[src/rtl/data_type_pkg.sv]
// Shared FPU types: op codes, bfloat16 operand type, sequencer state and queue payloads.
package data_type_pkg;

    localparam int unsigned OP_W      = 4;
    localparam int unsigned BF16_W    = 16;
    localparam int unsigned OVF_CNT_W = 8;

    typedef logic [BF16_W-1:0] bf16_t;
    typedef logic [OP_W-1:0]   fpu_op_t;

    localparam fpu_op_t OP_ADD = 4'd0;
    localparam fpu_op_t OP_SUB = 4'd1;
    localparam fpu_op_t OP_MUL = 4'd2;
    localparam fpu_op_t OP_DIV = 4'd3;
    localparam fpu_op_t OP_MIN = 4'd4;
    localparam fpu_op_t OP_MAX = 4'd5;

    typedef enum logic [1:0] {
        ST_IDLE  = 2'd0,
        ST_ISSUE = 2'd1,
        ST_STALL = 2'd2
    } seq_state_e;

    // Command payload without the tag (tag width is a per-instance parameter).
    typedef struct packed {
        fpu_op_t op;
        bf16_t   a;
        bf16_t   b;
    } cmd_body_t;

    // Response payload without the tag.
    typedef struct packed {
        bf16_t data;
        logic  ovf;
    } rsp_body_t;

    localparam int unsigned CMD_BODY_W = $bits(cmd_body_t);
    localparam int unsigned RSP_BODY_W = $bits(rsp_body_t);

endpackage

[src/rtl/sync_fifo.sv]
// Single-clock FIFO with head-of-queue read port and occupancy count.
module sync_fifo #(
    parameter int unsigned WIDTH = 8,
    parameter int unsigned DEPTH = 4
) (
    input  logic                     clk_i,
    input  logic                     rst_ni,
    input  logic                     push_i,
    input  logic [WIDTH-1:0]         wdata_i,
    input  logic                     pop_i,
    output logic [WIDTH-1:0]         rdata_o,
    output logic                     empty_o,
    output logic [$clog2(DEPTH):0]   count_o
);

    localparam int unsigned PTR_W = $clog2(DEPTH);
    localparam int unsigned CNT_W = PTR_W + 1;

    logic [WIDTH-1:0] mem_q [DEPTH];
    logic [PTR_W-1:0] wr_ptr_q, wr_ptr_d;
    logic [PTR_W-1:0] rd_ptr_q, rd_ptr_d;
    logic [CNT_W-1:0] count_q, count_d;
    logic             full_c;
    logic             do_push_c;
    logic             do_pop_c;

    assign full_c    = (count_q == CNT_W'(DEPTH));
    assign empty_o   = (count_q == '0);
    assign count_o   = count_q;
    assign rdata_o   = mem_q[rd_ptr_q];
    assign do_push_c = push_i && !full_c;
    assign do_pop_c  = pop_i && !empty_o;

    // Pointer and occupancy update; power-of-two depth lets pointers wrap naturally.
    always_comb begin
        wr_ptr_d = wr_ptr_q;
        rd_ptr_d = rd_ptr_q;
        count_d  = count_q + CNT_W'(do_push_c) - CNT_W'(do_pop_c);
        if (do_push_c) wr_ptr_d = wr_ptr_q + PTR_W'(1);
        if (do_pop_c)  rd_ptr_d = rd_ptr_q + PTR_W'(1);
    end

    // Storage and pointer registers; storage is cleared so the head reads zero after reset.
    always_ff @(posedge clk_i or negedge rst_ni) begin
        if (!rst_ni) begin
            mem_q    <= '{default: '0};
            wr_ptr_q <= '0;
            rd_ptr_q <= '0;
            count_q  <= '0;
        end else begin
            if (do_push_c) mem_q[wr_ptr_q] <= wdata_i;
            wr_ptr_q <= wr_ptr_d;
            rd_ptr_q <= rd_ptr_d;
            count_q  <= count_d;
        end
    end

endmodule

[src/rtl/fpu_req_seq.sv]
// Request sequencer: queues FPU commands, drives a combinational FPU core one
// command per cycle, and queues tagged results for an in-order response port.
module fpu_req_seq
    import data_type_pkg::*;
#(
    parameter int unsigned CMD_DEPTH = 4,
    parameter int unsigned RSP_DEPTH = 4,
    parameter int unsigned TAG_W     = 4
) (
    input  logic                 clk_i,
    input  logic                 rst_ni,
    input  logic                 cmd_valid_i,
    output logic                 cmd_ready_o,
    input  logic [OP_W-1:0]      cmd_op_i,
    input  logic [BF16_W-1:0]    cmd_a_i,
    input  logic [BF16_W-1:0]    cmd_b_i,
    input  logic [TAG_W-1:0]     cmd_tag_i,
    output logic [OP_W-1:0]      fpu_op_o,
    output logic [BF16_W-1:0]    fpu_in1_o,
    output logic [BF16_W-1:0]    fpu_in2_o,
    input  logic [BF16_W-1:0]    fpu_out_i,
    input  logic                 fpu_overflow_i,
    output logic                 rsp_valid_o,
    input  logic                 rsp_ready_i,
    output logic [BF16_W-1:0]    rsp_data_o,
    output logic                 rsp_ovf_o,
    output logic [TAG_W-1:0]     rsp_tag_o,
    output logic [OVF_CNT_W-1:0] ovf_cnt_o,
    input  logic                 ovf_clr_i
);

    localparam int unsigned CMD_W     = CMD_BODY_W + TAG_W;
    localparam int unsigned RSP_W     = RSP_BODY_W + TAG_W;
    localparam int unsigned CMD_CNT_W = $clog2(CMD_DEPTH) + 1;
    localparam int unsigned RSP_CNT_W = $clog2(RSP_DEPTH) + 1;

    seq_state_e           state_q, state_d;

    logic [CMD_W-1:0]     cmd_wdata, cmd_rdata;
    logic [CMD_CNT_W-1:0] cmd_cnt, cmd_cnt_nxt;
    logic                 cmd_empty;
    logic                 cmd_push_c;
    logic                 issue_c;
    cmd_body_t            head;
    logic [TAG_W-1:0]     head_tag;

    logic [RSP_W-1:0]     rsp_wdata, rsp_rdata;
    logic [RSP_CNT_W-1:0] rsp_cnt, rsp_cnt_nxt;
    logic                 rsp_empty;
    logic                 rsp_pop_c;
    rsp_body_t            rsp_head;

    cmd_body_t            drive_q, drive_d;
    logic [OVF_CNT_W-1:0] ovf_cnt_q, ovf_cnt_d;

    // Command side: ready whenever the queue has room.
    assign cmd_ready_o = (cmd_cnt != CMD_CNT_W'(CMD_DEPTH));
    assign cmd_push_c  = cmd_valid_i && cmd_ready_o;
    assign cmd_wdata   = {cmd_op_i, cmd_a_i, cmd_b_i, cmd_tag_i};
    assign head        = cmd_rdata[CMD_W-1:TAG_W];
    assign head_tag    = cmd_rdata[TAG_W-1:0];

    // ISSUE is only entered when a head exists and the response queue has a slot.
    assign issue_c     = (state_q == ST_ISSUE) && !cmd_empty;

    // Response side: FPU result captured with the head tag in the issue cycle.
    assign rsp_wdata   = {fpu_out_i, fpu_overflow_i, head_tag};
    assign rsp_valid_o = !rsp_empty;
    assign rsp_pop_c   = rsp_valid_o && rsp_ready_i;
    assign rsp_head    = rsp_rdata[RSP_W-1:TAG_W];
    assign rsp_data_o  = rsp_head.data;
    assign rsp_ovf_o   = rsp_head.ovf;
    assign rsp_tag_o   = rsp_rdata[TAG_W-1:0];

    sync_fifo #(
        .WIDTH (CMD_W),
        .DEPTH (CMD_DEPTH)
    ) u_cmd_fifo (
        .clk_i   (clk_i),
        .rst_ni  (rst_ni),
        .push_i  (cmd_push_c),
        .wdata_i (cmd_wdata),
        .pop_i   (issue_c),
        .rdata_o (cmd_rdata),
        .empty_o (cmd_empty),
        .count_o (cmd_cnt)
    );

    sync_fifo #(
        .WIDTH (RSP_W),
        .DEPTH (RSP_DEPTH)
    ) u_rsp_fifo (
        .clk_i   (clk_i),
        .rst_ni  (rst_ni),
        .push_i  (issue_c),
        .wdata_i (rsp_wdata),
        .pop_i   (rsp_pop_c),
        .rdata_o (rsp_rdata),
        .empty_o (rsp_empty),
        .count_o (rsp_cnt)
    );

    // Next state from next-cycle occupancies; a pop this cycle frees a response slot.
    always_comb begin
        cmd_cnt_nxt = cmd_cnt + CMD_CNT_W'(cmd_push_c) - CMD_CNT_W'(issue_c);
        rsp_cnt_nxt = rsp_cnt + RSP_CNT_W'(issue_c) - RSP_CNT_W'(rsp_pop_c);
        state_d     = ST_IDLE;
        if (cmd_cnt_nxt != '0) begin
            state_d = (rsp_cnt_nxt == RSP_CNT_W'(RSP_DEPTH)) ? ST_STALL : ST_ISSUE;
        end
    end

    // FPU operand drive: head while issuing, otherwise hold the last issued operands.
    always_comb begin
        drive_d = drive_q;
        if (issue_c) drive_d = head;
    end

    assign fpu_op_o  = drive_d.op;
    assign fpu_in1_o = drive_d.a;
    assign fpu_in2_o = drive_d.b;

    // Saturating overflow counter; clear wins over a same-cycle increment.
    always_comb begin
        ovf_cnt_d = ovf_cnt_q;
        if (ovf_clr_i) begin
            ovf_cnt_d = '0;
        end else if (issue_c && fpu_overflow_i && (ovf_cnt_q != '1)) begin
            ovf_cnt_d = ovf_cnt_q + OVF_CNT_W'(1);
        end
    end

    assign ovf_cnt_o = ovf_cnt_q;

    // State, operand-hold and counter registers.
    always_ff @(posedge clk_i or negedge rst_ni) begin
        if (!rst_ni) begin
            state_q   <= ST_IDLE;
            drive_q   <= '0;
            ovf_cnt_q <= '0;
        end else begin
            state_q   <= state_d;
            drive_q   <= drive_d;
            ovf_cnt_q <= ovf_cnt_d;
        end
    end

endmodule

[config.mk]
export PLATFORM = sky130hd
export DESIGN_NAME = fpu_req_seq
export DESIGN_NICKNAME = d
export VERILOG_FILES = /design/src/rtl/data_type_pkg.sv /design/src/rtl/sync_fifo.sv /design/src/rtl/fpu_req_seq.sv
export SDC_FILE = /design/constraint.sdc
export NUM_CORES = 1
export LEC_CHECK = 0
export CAP_MARGIN = 20
export CORE_MARGIN = 3
export CORE_UTILIZATION = 55
export DETAILED_ROUTE_END_ITERATION = 7
export GPL_TIMING_DRIVEN = 0
export PLACE_DENSITY = 0.82
export SLEW_MARGIN = 20
export SYNTH_ARGS = -nofsm -noshare
export SYNTH_HDL_FRONTEND = slang
export SYNTH_HIERARCHICAL = 1
export SYNTH_SLANG_ARGS = --single-unit
[constraint.sdc]
create_clock -name clk_i -period 4.2 [get_ports clk_i]
set_input_delay 0.84 -clock clk_i [delete_from_list [all_inputs] [get_ports clk_i]]
set_output_delay 0.84 -clock clk_i [all_outputs]
set_load 0.02 [all_outputs]
==> results.yml <==
synthesis:
  yosys-top-cells-area: "dfrtp_1 39%, nand4bb_1 14%, a21bo_2 12%, o211ai_1 9.5%, mux4_2 7.0%"
  synth_top_flop_cell: "dfrtp_1"
  synth_fp_nets: 1823
  ys_async_sr_fraction: 1.00
  synth_cell_types: 39
  synth_top_area_cell: "dfrtp_1"
  synth-seq-cells: 304
  syn_inst: 1740
  syn_area_um2: 19700
  synth_edf_count: 0
  synth.most_common_cell: "dfrtp_1"
  synth-seq-area-share: 0.386
  avgSynthCellArea_um2: 11.3
  synth_top_area_share: 0.386
  synth_common_cells: "304 x dfrtp_1, 250 x o211ai_1, 248 x nand4bb_1"
  yosysWarnings: 6
worst_setup_path:
  crit_top_cell: "buf_4"
  end_kind: "output pin"
  cp_cell_sequence: "buf_4 > buf_4 > nor3_1 > nor3b_1 > buf_4 > buf_4 > mux2_1 > clkdlybuf4s50_1"
  regToRegSetupSlack_ns: 0.32
  crit_arrival_ns: 3.20
  startpoint: "u_cmd_fifo/count_o[2]$_DFF_PN0_"
  cp_max_fo: 10
  crit_type: "reg2out"
  slowest_stage: "clkdlybuf4s50_1"
  cp.required_ns: 3.36
  critPathMaxStageDelay_ns: 0.55
  r2r-start: "u_cmd_fifo/count_o[2]$_DFF_PN0_"
  cp-endpoint: "fpu_in1_o[9]"
  r2r_end: "u_rsp_fifo/count_o[2]$_DFF_PN0_"
  r2r_cells: 16
  cp-start-kind: "flip-flop"
detailed_routing:
  drc_errors: 0
  wl_per_cell_um: 25.8
  initialDrtViolationCount: 1829
  detail-route-antenna-nets: 0
  wl_um: 61400
  vias_per_cell: 7.05
  dr.pass1.iters: 6
  vias: 16764
die:
  die_y_um: 195
  placement_rows: 68
  die_w_um: 195
  die_area_um2: 38100
  initial_core_util: 0.564
  ios: 129
  core_area_um2: 34900
timing:
  final-hold-violation-count: 0
  setup_viol: 0
  worstMarginPinSlew_ns: 0.744
  min_period_ns: 4.04
  rsz0062_at_grt: "false"
  finalClockSkew_ns: 0.0258
  slew_headroom: 0.504
  slew_viol_final: 0
  fmaxAchievable_ghz: 0.248
  fin_crit_sh: 0.962
power_and_ir_drop:
  ir_drop_v: 0.000687
  power.total_mw: 22.3
  power.leakage_nw: 8.29
  powerDensity_nw_per_um2: 983
clock_network:
  cts.path.max_buffers: 3
  cts_sinks: 304
  clockRootBuffer: "clkbuf_16"
  cts_made_buffers: 34
  cts_setup_buffers: 0
  cts_tree: "yes"
  cts_hold_buf: 0
  clk_latency_ns: 0.54
  clk_pin_slew_ns: 0.06
  h-tree-depth: 2
job:
  maxCapViolCount: 0
global_route:
  grt_pass1_wl_um: 97200
  grt_pass1_vias: 17569
  grt_overflow: 0
  grt_max_degree: 87
  antenna_found_initial: 2
  grt_use_total: 0.316
cells_and_area:
  drive_gt1_frac: 0.246
  multiInputGateArea_um2: 10900
  final_nets: 1989
  filler_cell_count: 2643
  final_cells: 2379
  area_delta_synth_final_pct: 15.1
  n_antenna_cell: 0
  regArea_um2: 7610
placement:
  io_buffers: 127
  gp_congestion: 0.946
  hpwlAfterDp_um: 43100
  placedCellCount: 2325
hold_path:
  hold_class: "in2async"
status:
  outcome: "completed"
==> worst max-delay path, delay by kind of cell (launching register included) <==
kind | cells | cell delay, ns
DFF | 1 | 0.43
and+or+nand+nor | 2 | 0.27
buffers and inverters | 5 | 1.58
muxes | 1 | 0.37
==> placed cells by master, fill, tap and decap left out, drive strengths merged, types with 2 or more instances in the layout <==
| cell | n |
|---|---|
| dfrtp | 304 |
| mux2i | 4 |
| nor2 | 9 |
| clkbuf | 202 |
| a21bo | 244 |
| clkinv | 3 |
| nand4bb | 248 |
| dlymetal6s2s | 4 |
| clkdlybuf4s50 | 122 |
| nor2b | 2 |
| fa | 4 |
| nand2b | 9 |
| mux2 | 36 |
| o211ai | 250 |
| buf | 90 |
| xnor2 | 10 |
| nor3 | 4 |
| o311ai | 2 |
| o21ai | 2 |
| and3 | 2 |
| inv | 20 |
| o31a | 2 |
| xor2 | 5 |
| ha | 17 |
| nand4 | 3 |
| nand2 | 8 |
| clkinvlp | 3 |
| nor3b | 3 |
| mux4 | 61 |
| nand3 | 245 |
==> metrics by stage <==
stage | area, um2 | setup TNS (ns) | setup slack, ns | util | hold WS [ns]
final | 22700 | 0 | 0.160 | 0.650 | 0.230
after global routing | 22700 | 0 | 0.0512 | 0.650 | 0.249
after CTS | 22600 | 0 | 0.0334 | 0.649 | 0.248
after detailed placement | 21600 | 0 | 0.0697 | 0.620 | 0.469
after global placement | 21500 | -3500.77 | -11.56 | 0.617 | 0.463
after floorplan | 19700 | 0 | 0.964 | - | 0.495
==> how the worst min path moves through the flow <==
stage                                       end  slack (ns)  cells past startpoint
2_1_floorplan   u_rsp_fifo/count_o[0]$_DFF_PN0_        0.49                      1
3_3_place_gp              drive_q[19]$_DFF_PN0_        0.46                      1
3_5_place_dp              drive_q[19]$_DFF_PN0_        0.47                      1
4_1_cts        u_rsp_fifo/mem_q[56]$_DFFE_PN0P_        0.25                      1
5_1_grt        u_rsp_fifo/mem_q[56]$_DFFE_PN0P_        0.25                      1
6_report       u_rsp_fifo/mem_q[78]$_DFFE_PN0P_        0.23                      1
==> state kept, by name, indices dropped and copies added (netlist names) <==
name,count
u_cmd_fifo/wr_ptr_q,2
drive_q,36
ovf_cnt_o,8
u_rsp_fifo/count_o,3
u_rsp_fifo/wr_ptr_q,2
u_cmd_fifo/mem_q,160
state_q,2
u_rsp_fifo/mem_q,84
u_rsp_fifo/rd_ptr_q,2
u_cmd_fifo/rd_ptr_q,2
u_cmd_fifo/count_o,3
==> power by group <==
part	internal [mW]	switching, mW	leakage (nW)	total [mW]
registers	4.50	1.15	3.49	5.65
logic	6.57	7.17	4.31	13.7
clock network	1.64	1.25	0.493	2.89
total	12.7	9.57	8.29	22.3
==> cell type report <==
type	count	area share
Tap cell	455	0.0251
Multi-Input combinational cell	1175	0.481
Buffer	242	0.0491
Sequential cell	304	0.336
Clock inverter	8	0.00337
Inverter	19	0.00315
Timing Repair Buffer	130	0.0604
Clock buffer	46	0.0418
==> routing by layer <==
| metal | vias to the layer above | global-route usage | part of all wire |
|---|---|---|---|
| met4 | 4 | 0.144 | 0.045 |
| li1 | 7137 | - | - |
| met3 | 227 | 0.0637 | 0.096 |
| met1 | 8314 | 0.398 | 0.37 |
| met2 | 1082 | 0.528 | 0.48 |
| met5 | - | 0 | 0.00055 |
==> cells by family after synthesis <==
group           share of synthesized area
compound gates                      0.223
flops                               0.386
fa+ha+maj                          0.0149
buf+inv                            0.0596
simple gates                        0.217
xor+xnor                          0.00667
mux                                0.0924
==> timing repair <==
action | in CTS | in global routing
resized for setup | 4 | 7
setup endpoints to repair | 29 | 18
pin swaps | 0 | 0
hold endpoints to repair | 0 | 0
(Power assumes the default switching activity.)
